### config.mk
export PLATFORM = sky130hd
export DESIGN_NAME = uart_cmd_ctrl
export DESIGN_NICKNAME = d
export VERILOG_FILES = /design/src/rtl/uart_cmd_ctrl_pkg.sv /design/src/rtl/uart_edge_det.sv /design/src/rtl/uart_cmd_ctrl.sv
export SDC_FILE = /design/constraint.sdc
export NUM_CORES = 1
export LEC_CHECK = 0
export CAP_MARGIN = 20
export CORE_ASPECT_RATIO = 1.2
export CORE_MARGIN = 2
export CORE_UTILIZATION = 40
export DETAILED_ROUTE_END_ITERATION = 10
export MAX_ROUTING_LAYER = met4
export PLACE_DENSITY = 0.6
export SETUP_SLACK_MARGIN = 0.5
export SYNTH_ARGS = -nofsm -noshare
export SYNTH_HDL_FRONTEND = slang
export SYNTH_HIERARCHICAL = 1
export SYNTH_SLANG_ARGS = --single-unit
### constraint.sdc
create_clock -name clk -period 6.68 [get_ports clk]
set_input_delay 1.336 -clock clk [delete_from_list [all_inputs] [get_ports clk]]
set_output_delay 1.336 -clock clk [all_outputs]
set_load 0.02 [all_outputs]
### src/rtl/uart_cmd_ctrl_pkg.sv
// Shared definitions for the UART decimal-command controller.
//   state_e     : controller state encoding
//   err_cause_e : error cause codes reported on err_cause
//   AsciiZero/AsciiNine : bounds of the accepted ASCII digit range
package uart_cmd_ctrl_pkg;

  typedef enum logic [1:0] {
    StIdle    = 2'b00,
    StCollect = 2'b01,
    StCheck   = 2'b10,
    StHold    = 2'b11
  } state_e;

  typedef enum logic [1:0] {
    CauseOverrun = 2'b00,
    CauseBadChar = 2'b01,
    CauseTimeout = 2'b10,
    CauseRange   = 2'b11
  } err_cause_e;

  localparam logic [7:0] AsciiZero = 8'h30;
  localparam logic [7:0] AsciiNine = 8'h39;

  // A byte is usable only if it arrived without a parity error and is '0'..'9'.
  function automatic logic is_good_digit(input logic [7:0] b, input logic perr);
    return !perr && (b >= AsciiZero) && (b <= AsciiNine);
  endfunction

endpackage

### src/rtl/uart_edge_det.sv
// Rising-edge detector for the UART receiver done level.
//   clk, rst_n : clock, asynchronous active-low reset
//   i_hecho    : receiver done level
//   o_hecho_q  : registered copy of i_hecho
//   o_event    : one-cycle byte event (i_hecho high, registered copy low)
module uart_edge_det (
  input  logic clk,
  input  logic rst_n,
  input  logic i_hecho,
  output logic o_hecho_q,
  output logic o_event
);

  logic r_hecho;

  // Cleared in reset so a level already high afterwards counts as one event.
  always_ff @(posedge clk or negedge rst_n) begin
    if (!rst_n) begin
      r_hecho <= 1'b0;
    end else begin
      r_hecho <= i_hecho;
    end
  end

  assign o_hecho_q = r_hecho;
  assign o_event   = i_hecho & ~r_hecho;

endmodule

### src/rtl/uart_cmd_ctrl.sv
// Assembles NDIG ASCII decimal digits from a UART receiver into a binary command.
//   clk, rst_n          : clock, asynchronous active-low reset
//   dato, hecho, ERRrx  : received byte, done level, parity error
//   valor, cmd_valid    : checked command value and its valid flag
//   cmd_ready           : consumer accepts the held command
//   err, err_cause      : one-cycle error pulse and its cause
//   busy                : controller is not idle
module uart_cmd_ctrl
  import uart_cmd_ctrl_pkg::*;
#(
  parameter int unsigned NDIG    = 3,
  parameter int unsigned TIMEOUT = 1000000,
  parameter int unsigned MAXVAL  = 100
) (
  input  logic       clk,
  input  logic       rst_n,
  input  logic [7:0] dato,
  input  logic       hecho,
  input  logic       ERRrx,
  output logic [9:0] valor,
  output logic       cmd_valid,
  input  logic       cmd_ready,
  output logic       err,
  output logic [1:0] err_cause,
  output logic       busy
);

  localparam int unsigned TW = (TIMEOUT > 1) ? $clog2(TIMEOUT) : 1;

  state_e     r_state;
  err_cause_e r_err_cause;
  logic [9:0] r_acc;
  logic [1:0] r_cnt;
  logic [TW-1:0] r_timer;
  logic [9:0] r_valor;
  logic       r_cmd_valid;
  logic       r_err;

  logic       w_hecho_q;
  logic       w_event;
  logic       w_good;
  logic [3:0] w_digit;
  logic [9:0] w_acc_next;
  logic [1:0] w_cnt_next;

  uart_edge_det u_edge_det (
    .clk      (clk),
    .rst_n    (rst_n),
    .i_hecho  (hecho),
    .o_hecho_q(w_hecho_q),
    .o_event  (w_event)
  );

  assign w_good     = is_good_digit(dato, ERRrx);
  assign w_digit    = dato[3:0];
  assign w_acc_next = r_acc * 10'd10 + {6'd0, w_digit};
  assign w_cnt_next = r_cnt + 2'd1;

  always_ff @(posedge clk or negedge rst_n) begin
    if (!rst_n) begin
      r_state     <= StIdle;
      r_err_cause <= CauseOverrun;
      r_acc       <= '0;
      r_cnt       <= '0;
      r_timer     <= '0;
      r_valor     <= '0;
      r_cmd_valid <= 1'b0;
      r_err       <= 1'b0;
    end else begin
      r_err <= 1'b0;
      unique case (r_state)
        StIdle: begin
          if (w_event) begin
            if (w_good) begin
              r_acc   <= {6'd0, w_digit};
              r_cnt   <= 2'd1;
              r_timer <= '0;
              r_state <= (NDIG == 1) ? StCheck : StCollect;
            end else begin
              r_err       <= 1'b1;
              r_err_cause <= CauseBadChar;
              r_acc       <= '0;
              r_cnt       <= '0;
            end
          end
        end
        StCollect: begin
          // A byte event wins over a coincident timeout.
          if (w_event) begin
            if (w_good) begin
              r_acc   <= w_acc_next;
              r_cnt   <= w_cnt_next;
              r_timer <= '0;
              if (w_cnt_next == 2'(NDIG)) r_state <= StCheck;
            end else begin
              r_err       <= 1'b1;
              r_err_cause <= CauseBadChar;
              r_acc       <= '0;
              r_cnt       <= '0;
              r_state     <= StIdle;
            end
          end else if (r_timer == TW'(TIMEOUT - 1)) begin
            r_err       <= 1'b1;
            r_err_cause <= CauseTimeout;
            r_acc       <= '0;
            r_cnt       <= '0;
            r_timer     <= '0;
            r_state     <= StIdle;
          end else begin
            r_timer <= r_timer + TW'(1);
          end
        end
        StCheck: begin
          if (r_acc > 10'(MAXVAL)) begin
            r_err       <= 1'b1;
            r_err_cause <= CauseRange;
            r_state     <= StIdle;
          end else begin
            r_valor     <= r_acc;
            r_cmd_valid <= 1'b1;
            r_state     <= StHold;
          end
          r_acc <= '0;
          r_cnt <= '0;
        end
        StHold: begin
          // Bytes arriving while a command is pending are dropped as overruns.
          if (w_event) begin
            r_err       <= 1'b1;
            r_err_cause <= CauseOverrun;
          end
          if (cmd_ready) begin
            r_cmd_valid <= 1'b0;
            r_state     <= StIdle;
          end
        end
        default: r_state <= StIdle;
      endcase
    end
  end

  assign valor     = r_valor;
  assign cmd_valid = r_cmd_valid;
  assign err       = r_err;
  assign err_cause = r_err_cause;
  assign busy      = (r_state != StIdle);

endmodule

==> results of run 1 <==
==> cell type report <==
type                    count  area (µm²)
repair buffers             31         295
clock inverters             1        5.00
well taps                  90         113
inverters                  10        37.5
multi-input cells         238        1720
fillers                   711        3790
clock buffers               7        96.3
flip-flops and latches     49        1230
==> cell families after synthesis <==
| kind of cell | share of synthesized area (%) |
|---|---|
| multiplexers | 5.39 |
| adder cells (fa/ha/maj) | 9.61 |
| flip-flops | 40.6 |
| buffers and inverters | 2.61 |
| XOR/XNOR | 3.94 |
| AND/OR/NAND/NOR | 18.1 |
| AO/OA/AOI/OAI | 19.8 |
==> flip-flops by register name, summed over array words and instances, names as in the netlist <==
signal                flops
cmd_valid                 1
r_cnt                     2
u_edge_det/o_hecho_q      1
err_cause                 2
valor                    10
err                       1
r_state                   2
r_acc                    10
r_timer                  20
==> through the flow <==
step | hold slack (ps) | cells
final | 505 | 426
after global routing | 518 | 426
after CTS | 501 | 426
after detailed placement | 482 | 418
after global placement | 475 | 418
after floorplan | 450 | 306
==> metal layers <==
metal | up-vias | track usage (%)
li1 | 1190 | -
met1 | 1185 | 22.7
met2 | 47 | 27.9
met3 | 2 | 2.41
met4 | 0 | 4.41
met5 | - | -
==> report_power, final <==
group / switching, mW / internal (mW) / leakage (nW)
clock network: 0.0990 / 0.0939 / 0.0542
logic: 0.235 / 0.140 / 0.785
registers: 0.0220 / 0.321 / 0.669
total: 0.356 / 0.555 / 1.51
==> worst min-delay path by stage <==
stage	end	slack (ps)	cells past startpoint
2_1_floorplan	r_acc[9]	450	1
3_3_place_gp	r_acc[9]	480	1
3_5_place_dp	r_cnt[1]	480	1
4_1_cts	r_timer[18]	500	1
5_1_grt	r_cnt[1]	520	1
6_report	r_cnt[1]	510	1
==> critical path: stages (launching register included) <==
cell and delay [ps]:
dfrtp_1 410, inv_1 110, ha_1 420, inv_1 210
clkdlybuf4s50_1 580
==> placed cells by master (no fill, tap or decap), types with 5 or more instances in the layout <==
| cell type | count |
|---|---|
| dfrtp_1 | 49 |
| nand2_1 | 27 |
| clkdlybuf4s50_1 | 26 |
| o21ai_0 | 25 |
| nor2_1 | 22 |
| ha_1 | 20 |
| a21oi_1 | 16 |
| nand3_1 | 15 |
| inv_1 | 10 |
| mux2_2 | 10 |
| a31oi_1 | 7 |
| xor2_1 | 7 |
| o2bb2ai_1 | 7 |
| clkbuf_8 | 7 |
| mux2i_1 | 5 |
==> impl_metrics.ini, run 1 <==
[outcome]
status = finished clean

[sta]
setup_ws_ps = 3310
fmax_mhz = 297
maxSlewViolCount = 0
rsz0062_at_grt = false
slew_headroom_pct = 40.9
setup_viol = 0
fin_crit_ps = 3370
hold_viol = 0
skew_ps = 8.26
worstMarginPinSlew_ps = 878
period_share_pct = 50.4
tns_ps = 0

[detailed_routing]
first_pass_iters = 5
drt-met1-wl_um = 3220
via_per_inst = 5.69
ant_nets = 0
drt_iter0_drc = 217
wl_met2_um = 3440
dr_wl_met3_um = 202
wl_um = 6890
highest_layer = met4
num_vias = 2424
drcViolationCount = 0
wl_per_cell_um = 16.2

[grt]
grt_max_degree = 50
grt_first_pass_wirelength_um = 11300
track_usage_pct = 17.1
grt_overflow = 0
antenna_found_initial = 0
grt_pass1_vias = 2252

[floorplanning]
dieArea_um2 = 8270
die_w_um = 83.3
die_y_um = 99.2
initial_core_util_pct = 41.5
placementRows = 34
coreArea_um2 = 7270
ioPinCount = 28

[pwr]
p_per_area_nw_per_um2 = 261
ir_drop_v = 0.000198
p_total_mw = 0.910
p_leak_nw = 1.51

[synthesis]
ys_warn_count = 6
syn_inst = 306
synth_edf_count = 0
synth_common_cells = dfrtp_1, nand2_1, o21ai_0, nor2_1, ha_1
syn-num-nets = 341
yosysUniqueCellTypes = 58
yosysSeqAreaShare_pct = 40.6
synth_top_cell_area_share_pct = 40.6
synthTopCellsByArea = dfrtp_1, ha_1, o21ai_0
ys.flop_type = dfrtp_1
syn-cell-area_um2 = 3020
yosysMostFrequentCell = dfrtp_1
async_reset_ff_share_pct = 100
synth_seq_cells = 49
postSynthAreaPerCell_um2 = 9.87
synth.largest_area_cell = dfrtp_1

[setup_path]
r2r_end = r_acc[9]
r2r_cells = 8
critPathKind = reg -> out
endpoint = busy
startpoint_type = flop
worstPathMaxFanout = 12
crit_required_ps = 5340
ff2ff_setup_slack_ps = 3710
critPathArrivalTime_ps = 2030
r2r-start = r_acc[1]
startpoint = r_state[1]
worstSetupEndpointType = output port

[hold_path]
hold_class = reg -> reg
hp-start = r_cnt[1]

[clocking]
clk_pin_slew_worst_paths_ps = 90
ctsHoldBuffers = 0
cts_tree = done
cts_setup_buffers = 0
numCtsBuffers = 5
insertion_delay_ps = 300
cts_max_level = 2
cts.sinks = 49
root_buffer = clkbuf_8
clock_path_buffers = 2
cts_resized = 0

[layout]
final_util_pct = 48.0
final_nets = 370
diodes = 0
area_growth_pct = 15.5
stdcell_area_um2 = 3490
drive_above_1_share_pct = 9.82

[placement]
port-buffer-count = 27
placed_cell_area_um2 = 3390
place_ws_ps = 3080
gp_congestion = 0.863
dpl.hpwl_um = 5070

[run]
maxCapViolCount = 0
Power figures use the tool's default switching activity.
==> run 2: changes to the inputs <==
==> constraint.sdc (replaced) <==
create_clock -name clk -period 3.1 [get_ports clk]
set_input_delay 0.62 -clock clk [delete_from_list [all_inputs] [get_ports clk]]
set_output_delay 0.62 -clock clk [all_outputs]
set_load 0.02 [all_outputs]
==> impl_metrics.ini, run 2 (synthesis gave the netlist of run 1 again) <==
[layout]
stdcell_area_um2 = 3580
layout_commonest_cell = dfrtp_1
most-common-layout-cells = dfrtp_1, nand2_1, o21ai_0, clkdlybuf4s50_1, nor2_1
final_nets = 377
area_growth_pct = 18.7
drive_above_1_share_pct = 13.2
fillCellCount = 697
diodes = 0
largest_register_ffs = 20
top_register = r_timer

[detailed_routing]
num_vias = 2485
first_pass_iters = 5
wl_per_cell_um = 16.3
drt_iter0_drc = 163
via_per_inst = 5.75
ant_nets = 0
drcViolationCount = 0
wl_um = 7040

[sta]
fmax_mhz = 401
hold_viol = 0
period_share_pct = 80.5
setup_viol = 0
maxSlewViolCount = 0
rsz0062_at_grt = true
fin_crit_ps = 2500
worstMarginPinSlew_ps = 628
tns_ps = 0
skew_ps = 7.56
finalHoldWorstSlack_ps = 232
slew_headroom_pct = 57.9

[run]
maxCapViolCount = 0

[placement]
placed_cell_area_um2 = 3450
gp_congestion = 0.930
dpl.hpwl_um = 5180
port-buffer-count = 27

[floorplanning]
die_y_um = 99.2
ioPinCount = 28
initial_core_util_pct = 41.5
die_w_um = 83.3
coreArea_um2 = 7270
placementRows = 34
dieArea_um2 = 8270

[setup_path]
worstSetupEndpointType = flop
startpoint_type = flop
critPathKind = reg -> reg
ff2ff_setup_slack_ps = 600
crit_required_ps = 3330
critPathArrivalTime_ps = 2730
worstPathMaxFanout = 6

[clocking]
cts.sinks = 49
numCtsBuffers = 5
insertion_delay_ps = 310
ctsHoldBuffers = 0
clock_path_buffers = 2
clk_pin_slew_worst_paths_ps = 90
root_buffer = clkbuf_8
cts_tree = done
cts_max_level = 2

[grt]
grt_first_pass_wirelength_um = 12100
grt_max_degree = 33
grt_pass1_vias = 2443
antenna_found_initial = 0
track_usage_pct = 18.4
grt_overflow = 0

[pwr]
ir_drop_v = 0.000373
p_leak_nw = 1.56
p_per_area_nw_per_um2 = 570

[outcome]
status = finished clean

[hold_path]
hold_class = in -> async
[run 2: per-layer routing]
| metal | global-route usage, % | wire (µm) | vias up |
|---|---|---|---|
| met5 | - | 0 | - |
| met4 | 5.67 | 101 | 0 |
| met3 | 2.49 | 204 | 8 |
| met2 | 30.8 | 3500 | 51 |
| met1 | 23.3 | 3230 | 1213 |
| li1 | - | - | 1213 |
[run 2: timing repair]
action / CTS / global route
setup endpoints to repair: 2 / 4
pin swaps: 3 / 2
endpoints found under the hold margin: 0 / 0
gates resized for setup: 4 / 2
cloned: 0 / 0
setup buffers: 2 / 0
[run 2: cell type report]
type | instances | area [µm²] | share of cell area (%)
Clock buffer | 5 | 68.8 | 1.92
Clock inverter | 2 | 35.0 | 0.977
Inverter | 10 | 37.5 | 1.05
Multi-Input combinational cell | 238 | 1740 | 48.6
Sequential cell | 49 | 1230 | 34.2
Tap cell | 90 | 113 | 3.14
Timing Repair Buffer | 38 | 363 | 10.1
[run 2: metrics by stage]
| step | power, mW | util (%) | cells | worst slack [ps] |
|---|---|---|---|---|
| 6_report | 2.04 | 49.3 | 432 | 604 |
| 5_1_grt | 2.17 | 49.3 | 432 | 433 |
| 4_1_cts | 2.05 | 49.2 | 432 | 474 |
| 3_5_place_dp | 1.58 | 47.4 | 423 | 326 |
| 3_3_place_gp | 1.58 | 47.4 | 423 | 389 |
| 2_1_floorplan | 1.32 | - | 306 | 510 |
[run 2: path summary, 6_finish.rpt]
kind / from / endpoint / depth (start not counted)
setup / recovery: r_acc[1] / r_acc[9] / 8
hold / removal: rst_n / cmd_valid / 1
setup reg to reg: r_acc[1] / r_acc[9] / 8
hold reg to reg: r_timer[18] / r_timer[18] / 1
max in group asynchronous: rst_n / r_acc[1] / 2
min in group clk: r_timer[18] / r_timer[18] / 1
[run 2: worst max-delay path: stages, from the launching register on]
cell	delay, ps
dfrtp_2	460
ha_1	310
ha_1	220
fa_2	380
xor2_2	200
nand4_1	180
nor4b_2	310
xnor3_1	240
o2bb2ai_1	130
[run 2: where the power goes]
group | total (mW) | internal [mW] | switching (mW) | leakage [nW]
logic | 0.848 | 0.325 | 0.522 | 0.836
registers | 0.739 | 0.692 | 0.0464 | 0.667
clock network | 0.455 | 0.235 | 0.220 | 0.0540
total | 2.04 | 1.25 | 0.789 | 1.56
